File: src/rtl/hp_fp_add_dispatcher.sv
// Issue stage for the half-precision pipelined adder: queues operand pairs,
// drives the two-cycle start protocol and holds each sum in a result register.
module hp_fp_add_dispatcher #(
  parameter int FIFO_DEPTH     = 4,
  parameter int FLUSH_CYCLES   = 64,
  parameter int TIMEOUT_CYCLES = 64
) (
  input  logic        clk,
  input  logic        reset,
  input  logic        op_valid,
  output logic        op_ready,
  input  logic [15:0] op_a,
  input  logic [15:0] op_b,
  output logic        res_valid,
  input  logic        res_ready,
  output logic [15:0] res_sum,
  output logic        res_inf,
  output logic        add_enable,
  output logic [15:0] add_in1,
  output logic [15:0] add_in2,
  input  logic        add_done,
  input  logic [15:0] add_sum,
  output logic        busy,
  output logic        err_timeout
);
  localparam int AW      = $clog2(FIFO_DEPTH);
  localparam int CNT_MAX = (FLUSH_CYCLES > TIMEOUT_CYCLES) ? FLUSH_CYCLES : TIMEOUT_CYCLES;
  localparam int CW      = $clog2(CNT_MAX) + 1;
  localparam logic [CW-1:0] FLUSH_LOAD   = CW'(FLUSH_CYCLES - 1);
  localparam logic [CW-1:0] TIMEOUT_LOAD = CW'(TIMEOUT_CYCLES - 1);
  localparam logic [CW-1:0] CNT_ONE      = CW'(1);
  localparam logic [AW:0]   PTR_ONE      = (AW + 1)'(1);

  typedef enum logic [2:0] {FLUSH, IDLE, ISSUE_A, ISSUE_B, WAIT} state_t;

  state_t        state;
  logic [CW-1:0] cnt;
  logic [31:0]   mem [FIFO_DEPTH];
  logic [AW:0]   wr_ptr;
  logic [AW:0]   rd_ptr;
  logic [15:0]   a_q;
  logic [15:0]   b_q;
  logic          empty;
  logic          full;
  logic          push;
  logic          pop;

  // Pointers carry one extra wrap bit so equal indices can mean empty or full.
  assign empty    = (wr_ptr == rd_ptr);
  assign full     = (wr_ptr[AW-1:0] == rd_ptr[AW-1:0]) && (wr_ptr[AW] != rd_ptr[AW]);
  assign op_ready = !full && !reset;
  assign push     = op_valid && op_ready;
  assign pop      = (state == IDLE) && !empty && (!res_valid || res_ready);

  assign add_in1 = a_q;
  assign add_in2 = b_q;
  assign busy    = (state != IDLE) || !empty || res_valid;

  always_ff @(posedge clk) begin
    if (push) begin
      mem[wr_ptr[AW-1:0]] <= {op_a, op_b};
    end
  end

  always_ff @(posedge clk) begin
    if (reset) begin
      wr_ptr <= '0;
      rd_ptr <= '0;
    end else begin
      if (push) wr_ptr <= wr_ptr + PTR_ONE;
      if (pop)  rd_ptr <= rd_ptr + PTR_ONE;
    end
  end

  // One counter serves both the flush window and the WAIT timeout.
  always_ff @(posedge clk) begin
    if (reset) begin
      state       <= FLUSH;
      cnt         <= FLUSH_LOAD;
      a_q         <= '0;
      b_q         <= '0;
      add_enable  <= 1'b0;
      res_valid   <= 1'b0;
      res_sum     <= '0;
      res_inf     <= 1'b0;
      err_timeout <= 1'b0;
    end else begin
      add_enable <= 1'b0;
      if (res_valid && res_ready) res_valid <= 1'b0;
      case (state)
        FLUSH: begin
          if (cnt == '0) state <= IDLE;
          else           cnt   <= cnt - CNT_ONE;
        end
        IDLE: begin
          if (pop) begin
            {a_q, b_q} <= mem[rd_ptr[AW-1:0]];
            add_enable <= 1'b1;
            state      <= ISSUE_A;
          end
        end
        ISSUE_A: state <= ISSUE_B;
        ISSUE_B: begin
          cnt   <= TIMEOUT_LOAD;
          state <= WAIT;
        end
        WAIT: begin
          if (add_done) begin
            res_sum   <= add_sum;
            res_inf   <= &add_sum[14:10];
            res_valid <= 1'b1;
            state     <= IDLE;
          end else if (cnt == '0) begin
            err_timeout <= 1'b1;
            cnt         <= FLUSH_LOAD;
            state       <= FLUSH;
          end else begin
            cnt <= cnt - CNT_ONE;
          end
        end
        default: begin
          cnt   <= FLUSH_LOAD;
          state <= FLUSH;
        end
      endcase
    end
  end

endmodule

File: config.mk
export PLATFORM = sky130hd
export DESIGN_NAME = hp_fp_add_dispatcher
export DESIGN_NICKNAME = d
export VERILOG_FILES = /design/src/rtl/hp_fp_add_dispatcher.sv
export SDC_FILE = /design/constraint.sdc
export NUM_CORES = 1
export LEC_CHECK = 0
export ABC_CLOCK_PERIOD_IN_PS = 2700
export BUFFER_PORTS_ARGS = -buffer_cell sky130_fd_sc_hd__clkbuf_2
export CAP_MARGIN = 20
export CORE_UTILIZATION = 51
export CTS_CLUSTER_DIAMETER = 120
export DETAILED_ROUTE_END_ITERATION = 8
export GPL_TIMING_DRIVEN = 0
export PLACE_DENSITY_LB_ADDON = 0.2
export SKIP_LAST_GASP = 1
export SYNTH_ARGS = -nofsm -noshare
export SYNTH_HDL_FRONTEND = slang
export SYNTH_SLANG_ARGS = --single-unit
File: constraint.sdc
create_clock -name clk -period 2.7 [get_ports clk]
set_input_delay 0.135 -clock clk [delete_from_list [all_inputs] [get_ports clk]]
set_output_delay 0.135 -clock clk [all_outputs]
set_load 0.02 [all_outputs]
After elaboration in Yosys (flattened, before gate mapping)
Memories as Yosys holds them, arrays and structs flattened. A register that Yosys moved wholly into a read port is not among the register bits.
Cells that the tools add are included.
Storage, ports and cells
  flip-flop bits (word level): 36
  bits in writable memories: 128
  bits of input ports: 53
  output and inout port bits: 54
  logic and storage cells: 67
  memories kept: 1
Cells by class
  add/sub/neg operators: 3
  equality and inequality tests: 13
  multiplexer cells: 15
  bitwise logic cells: 3
  reductions and logical operators: 23
Memory list
  mem: depth 4, width 32, rd ports 1, clocked after memory_dff 1, wr ports 1, line 38  | logic [31:0] mem [FIFO_DEPTH];
Operator list (count)
  $mux W7: 3
  $pmux W7 S3: 1
  $pmux W3 S5: 1
  $mux W3: 4
  $reduce_and A3 Y1: 3
  $ne A2 B2 Y1 const B: 4
  $logic_not A7 Y1: 1
  $sub A7 B1 Y7 const B: 1
  $add A3 B1 Y3 const B: 2
  $eq A3 B2 Y1 const B: 2
  $logic_and A1 B1 Y1: 6
  $mux W1: 6
  $reduce_and A5 Y1: 1
  $logic_not A1 Y1: 4
  $reduce_and A2 Y1: 2
  $reduce_or A2 Y1: 2
  $eq A3 B1 Y1 const B: 1
  $eq A3 B3 Y1: 1
  $eq A3 B3 Y1 const B: 1
  $logic_not A3 Y1: 1
  $logic_or A1 B1 Y1: 3
  $ne A3 B1 Y1 const B: 1
  $ne A3 B3 Y1 const B: 1
  $not A1 Y1: 3
  2 further kinds: 2

Depth between registers and ports, before layout
  depth after elaboration: 7
  gate-level depth with buffers: 7
  depth with buffers taken out: 6

Worst setup path before layout
Ideal clock, no wire load.
  path type: register -> register
  from: reg rd_ptr[0]
  to: mem mem[0][0], enable pin
  library setup time: 392 ps
  arrival time: 1902 ps
  data required time: 2308 ps
  slack: 406 ps
  cell stages (with the launch flop): 6
  buffers on the path: 1
  period minus slack after synthesis: 2294 ps
  cells stage by stage: dfxtp_1 buf_2 xor2_2 o31ai_2 nor2_1 and2_1
Between the ends
  word-level cells in the longest chain between the ends: 7
Ends and longest elaborated chain
  start: declaration: line 40  | logic [AW:0] rd_ptr;
  start signal: assignment: line 71  | if (pop) rd_ptr <= rd_ptr + PTR_ONE;
  $eq A2 B2 Y1: line 50  | assign full = (wr_ptr[AW-1:0] == rd_ptr[AW-1:0]) && (wr_ptr[AW] != rd_ptr[AW]);
  $logic_and A1 B1 Y1: line 50
  $logic_not A1 Y1: line 51  | assign op_ready = !full && !reset;
  $logic_and A1 B1 Y1: line 51
  $logic_and A1 B1 Y1: line 52  | assign push = op_valid && op_ready;
  $mux W1: line 60  | if (push) begin
  $mux W1 (implied by the code): line 61  | mem[wr_ptr[AW-1:0]] <= {op_a, op_b};
  end: declaration: line 38
Every way passes these cells.

Final worst setup path
  from: reg rd_ptr[0]
  to: mem mem[2][31], enable pin
The elaborated chain is that of the path after synthesis.

==> impl_metrics.csv <==
group,metric,value,unit
floorplan,dieArea,0.0153,mm^2
final_layout,syn_to_final_growth,25.8,%
yosys,synth-main-ff-cell,"edfxtp_1",
global_routing,antenna_found_initial,0,
yosys,synthMuxAreaShare,9.85,%
floorplan,initial_utilization,52.0,%
outcome,status,"completed",
power,switching_power,1260,uW
yosys,synth_compound_area_share,6.24,%
yosys,synth_top_family_by_area,"simple AND/OR/NAND/NOR gates",
yosys,synth_fp_nets,563,
place,post-place-ws,0.319,ns
clocking,h-tree-depth,4,
yosys,ys_seq_area_share,69.1,%
hold_path,hold_class,"input port to flip-flop",
final_layout,fillers,1054,
global_routing,grt_pass1_vias,4591,
critical_path,cp_max_fo,17,
global_routing,grt_pass1_wl,22900,um
final_layout,fin_util,65.5,%
routing,drt_wl_total,15200,um
clocking,cts_sinks,196,
final_layout,nNetsFinal,741,
yosys,ys_warn_count,0,
sta,layout_min_cycle_time,2.41,ns
clocking,cts_hold_buf,49,
yosys,synth.distinct_cells,56,
floorplan,chipHeight,124,um
final_layout,design_area,0.00948,mm^2
global_routing,grt_usage,20.8,%
power,p_sw_share,20.8,%
floorplan,die_w,124,um
sta,skew,0.00558,ns
power,p_per_area,638,mW/mm^2
yosys,synthArstFlopShare,0,%
power,ir_drop,0.472,mV
clocking,clkTransAtPathRegs,0.06,ns
power,p_int,4790,uW
critical_path,reg2reg_depth,6,
critical_path,crit_start,"rd_ptr[0]",
final_layout,seqCellArea,0.00520,mm^2
hold_path,hold_path_end,"state[2]",
floorplan,rows,44,
sta,setup_ws,0.292,ns
sta,hold_viol_final,0,
place,dp_hpwl,9750,um
sta,rsz0062_at_grt,"false",
critical_path,r2r_end,"mem[2][31]",
critical_path,critPathKind,"flip-flop to flip-flop",
power,p_comb_share,4.4,%
floorplan,core,0.0145,mm^2
critical_path,arrival,2.54,ns
routing,ant_nets,0,
critical_path,critPathCaptureType,"flip-flop",
place,post_dp_cell_area,0.00840,mm^2
place,port_buffers,106,
yosys,synth_edf_count,128,
sta,fmax,415,MHz
critical_path,critPathMaxStageDelay,0.55,ns
final_layout,diodes,0,
yosys,synth.avg_cell_area,15.0,um^2
clocking,numCtsBuffers,17,
yosys,synth_fa_ha_area_share,1.15,%
yosys,synthSimpleGateAreaFrac,10.1,%
routing,vias_per_cell,5.41,
routing,wire_per_inst,17.3,um
sta,tightest_slew,0.714,ns
power,power,6040,uW
power,clkPwrFrac,41.4,%
sta,min_period_over_period,89.2,%
clocking,cts-root-buf,"clkbuf_16",
clocking,postCtsSetupBuffers,0,
global_routing,overflow,0,
clocking,cts_resized,0,
routing,drtPass1Iterations,6,
hold_path,min_from,"add_done",
critical_path,worstPathRequired,2.84,ns
routing,drc,0,
clocking,cts_max_path_buffers,2,
floorplan,pin_count,107,
global_routing,grt_max_degree,25,
clocking,insertion_delay,0.43,ns
yosys,ys_seq_elements,196,
final_layout,multi_input_area,0.00214,mm^2
job,maxCapViolations,0,
yosys,synth_xor_xnor_area_share,1.01,%
yosys,synth_cells,504,
final_layout,drive_above_1_share,32.7,%
hold_path,min_path_cells,4,
clocking,cts_tree,"done",
routing,dr.first_iter.drc_count,282,
yosys,synth_area,0.00754,mm^2
sta,fin_setup_tns,0,ns
critical_path,r2r-start,"rd_ptr[0]",
sta,drv_slew,0,
sta,finalSetupViolCount,0,
power,pwr-share-seq,54.2,%
place,gp_congestion,0.787,
sta,maxSlewHeadroom,52.4,%
routing,vias,4756,
critical_path,ff2ff_setup_slack,0.29,ns
critical_path,crit_chain,"buf_2, xor2_2, o31ai_2, nor2_1, and2_2, buf_16",
critical_path,slowest_stage,"and2_2",
power,p_leak,0.00340,uW
critical_path,startpoint_type,"flip-flop",
state kept, by name, indices dropped and copies added (netlist names):
name / count
cnt: 7
state: 3
add_in2: 16
res_sum: 16
add_in1: 16
wr_ptr: 3
err_timeout: 1
rd_ptr: 3
mem: 128
res_valid: 1
res_inf: 1
add_enable: 1
Yosys cell counts, drive strengths merged, types with 2 or more instances:
cell,instances,area share [%]
a21oi,53,4.0
nand2b,2,0.17
nor2,14,0.73
nand2,103,5.5
dfxtp,68,18
nor2b,2,0.17
and2,4,0.33
o21ai,4,0.27
nand4,2,0.17
xnor2,3,0.35
nand3,5,0.33
xor2,4,0.66
clkbuf,9,0.45
edfxtp,128,51
o311ai,2,0.46
o31ai,2,0.27
nor4b,3,0.55
ha,6,1.0
inv,6,0.30
and4,2,0.28
nor3,2,0.13
buf,20,1.8
mux4,32,9.6
and3,2,0.18
or3b,2,0.23
or3,3,0.25
or4,2,0.20
a31oi,4,0.33
metal layers:
| layer | vias to the layer above | wire (um) | global-route usage [%] |
|---|---|---|---|
| met4 | 0 | 140 | 6.25 |
| met3 | 15 | 839 | 5.17 |
| li1 | 2229 | - | - |
| met2 | 140 | 7920 | 37.6 |
| met1 | 2372 | 6280 | 24.3 |
| met5 | - | 0 | 0 |
through the flow:
step	hold slack, ns	cells
2_1_floorplan	0.234	504
3_3_place_gp	0.346	794
3_5_place_dp	0.357	798
4_1_cts	0.0740	879
5_1_grt	0.106	879
6_report	0.0842	879
worst max path at each step:
stage / end / slack (ns) / cells past startpoint
4_1_cts: mem[2][21] / 0.27 / 6
3_3_place_gp: mem[3][14] / -0.35 / 5
6_report: mem[2][31] / 0.29 / 6
5_1_grt: mem[3][5] / 0.11 / 6
3_5_place_dp: mem[2][10] / 0.32 / 6
2_1_floorplan: mem[0][0] / 0.41 / 5
worst max-delay path: cells and delay by family, from the launching register on:
family / cells / cell delay [ns]
compound gates: 1 / 0.17
xor+xnor: 1 / 0.35
buf+inv: 2 / 0.48
flops: 1 / 0.34
simple gates: 2 / 0.76
placed cells by master (no fill, tap or decap), types with 3 or more instances in the layout:
cell type	synthesis	routed
or3_1	3	3
and2_2	0	4
a31oi_1	4	4
buf_1	3	3
dfxtp_1	68	68
clkinvlp_4	0	4
buf_6	6	6
edfxtp_1	128	128
nand3_1	5	5
clkbuf_16	0	17
a21oi_2	10	10
buf_2	10	10
ha_1	6	6
xnor2_1	3	3
a21oi_1	43	43
nand2_1	93	93
nor2_1	13	13
inv_1	6	6
clkbuf_1	9	10
clkbuf_2	0	106
dlygate4sd3_1	0	49
mux4_2	32	32
nand2_2	10	10
cell families (layout without fill, tap and decap cells):
| kind of cell | after synthesis | in the layout |
|---|---|---|
| fa+ha+maj | 7 | 7 |
| simple gates | 154 | 154 |
| compound gates | 71 | 71 |
| buf+inv | 35 | 226 |
| flops | 196 | 196 |
| xor+xnor | 7 | 7 |
| mux | 34 | 34 |
area by class of cell:
type / count / area share, %
buffer: 29 / 1.80
clock buffer: 19 / 4.67
clock inverter: 13 / 1.56
inverter: 6 / 0.238
multi-input combinational: 273 / 22.6
sequential: 196 / 54.9
tap: 184 / 2.43
timing repair buffer: 159 / 11.8
power groups by stage:
stage          logic [uW]  registers (uW)  clock network, uW
6_report              267            3280               2500
5_1_grt               292            3280               2640
4_1_cts               268            3280               2530
3_5_place_dp          211            3340                  0
3_3_place_gp          188            3340                  0
2_1_floorplan         104            3340                  0
Power figures use the tool's default switching activity.
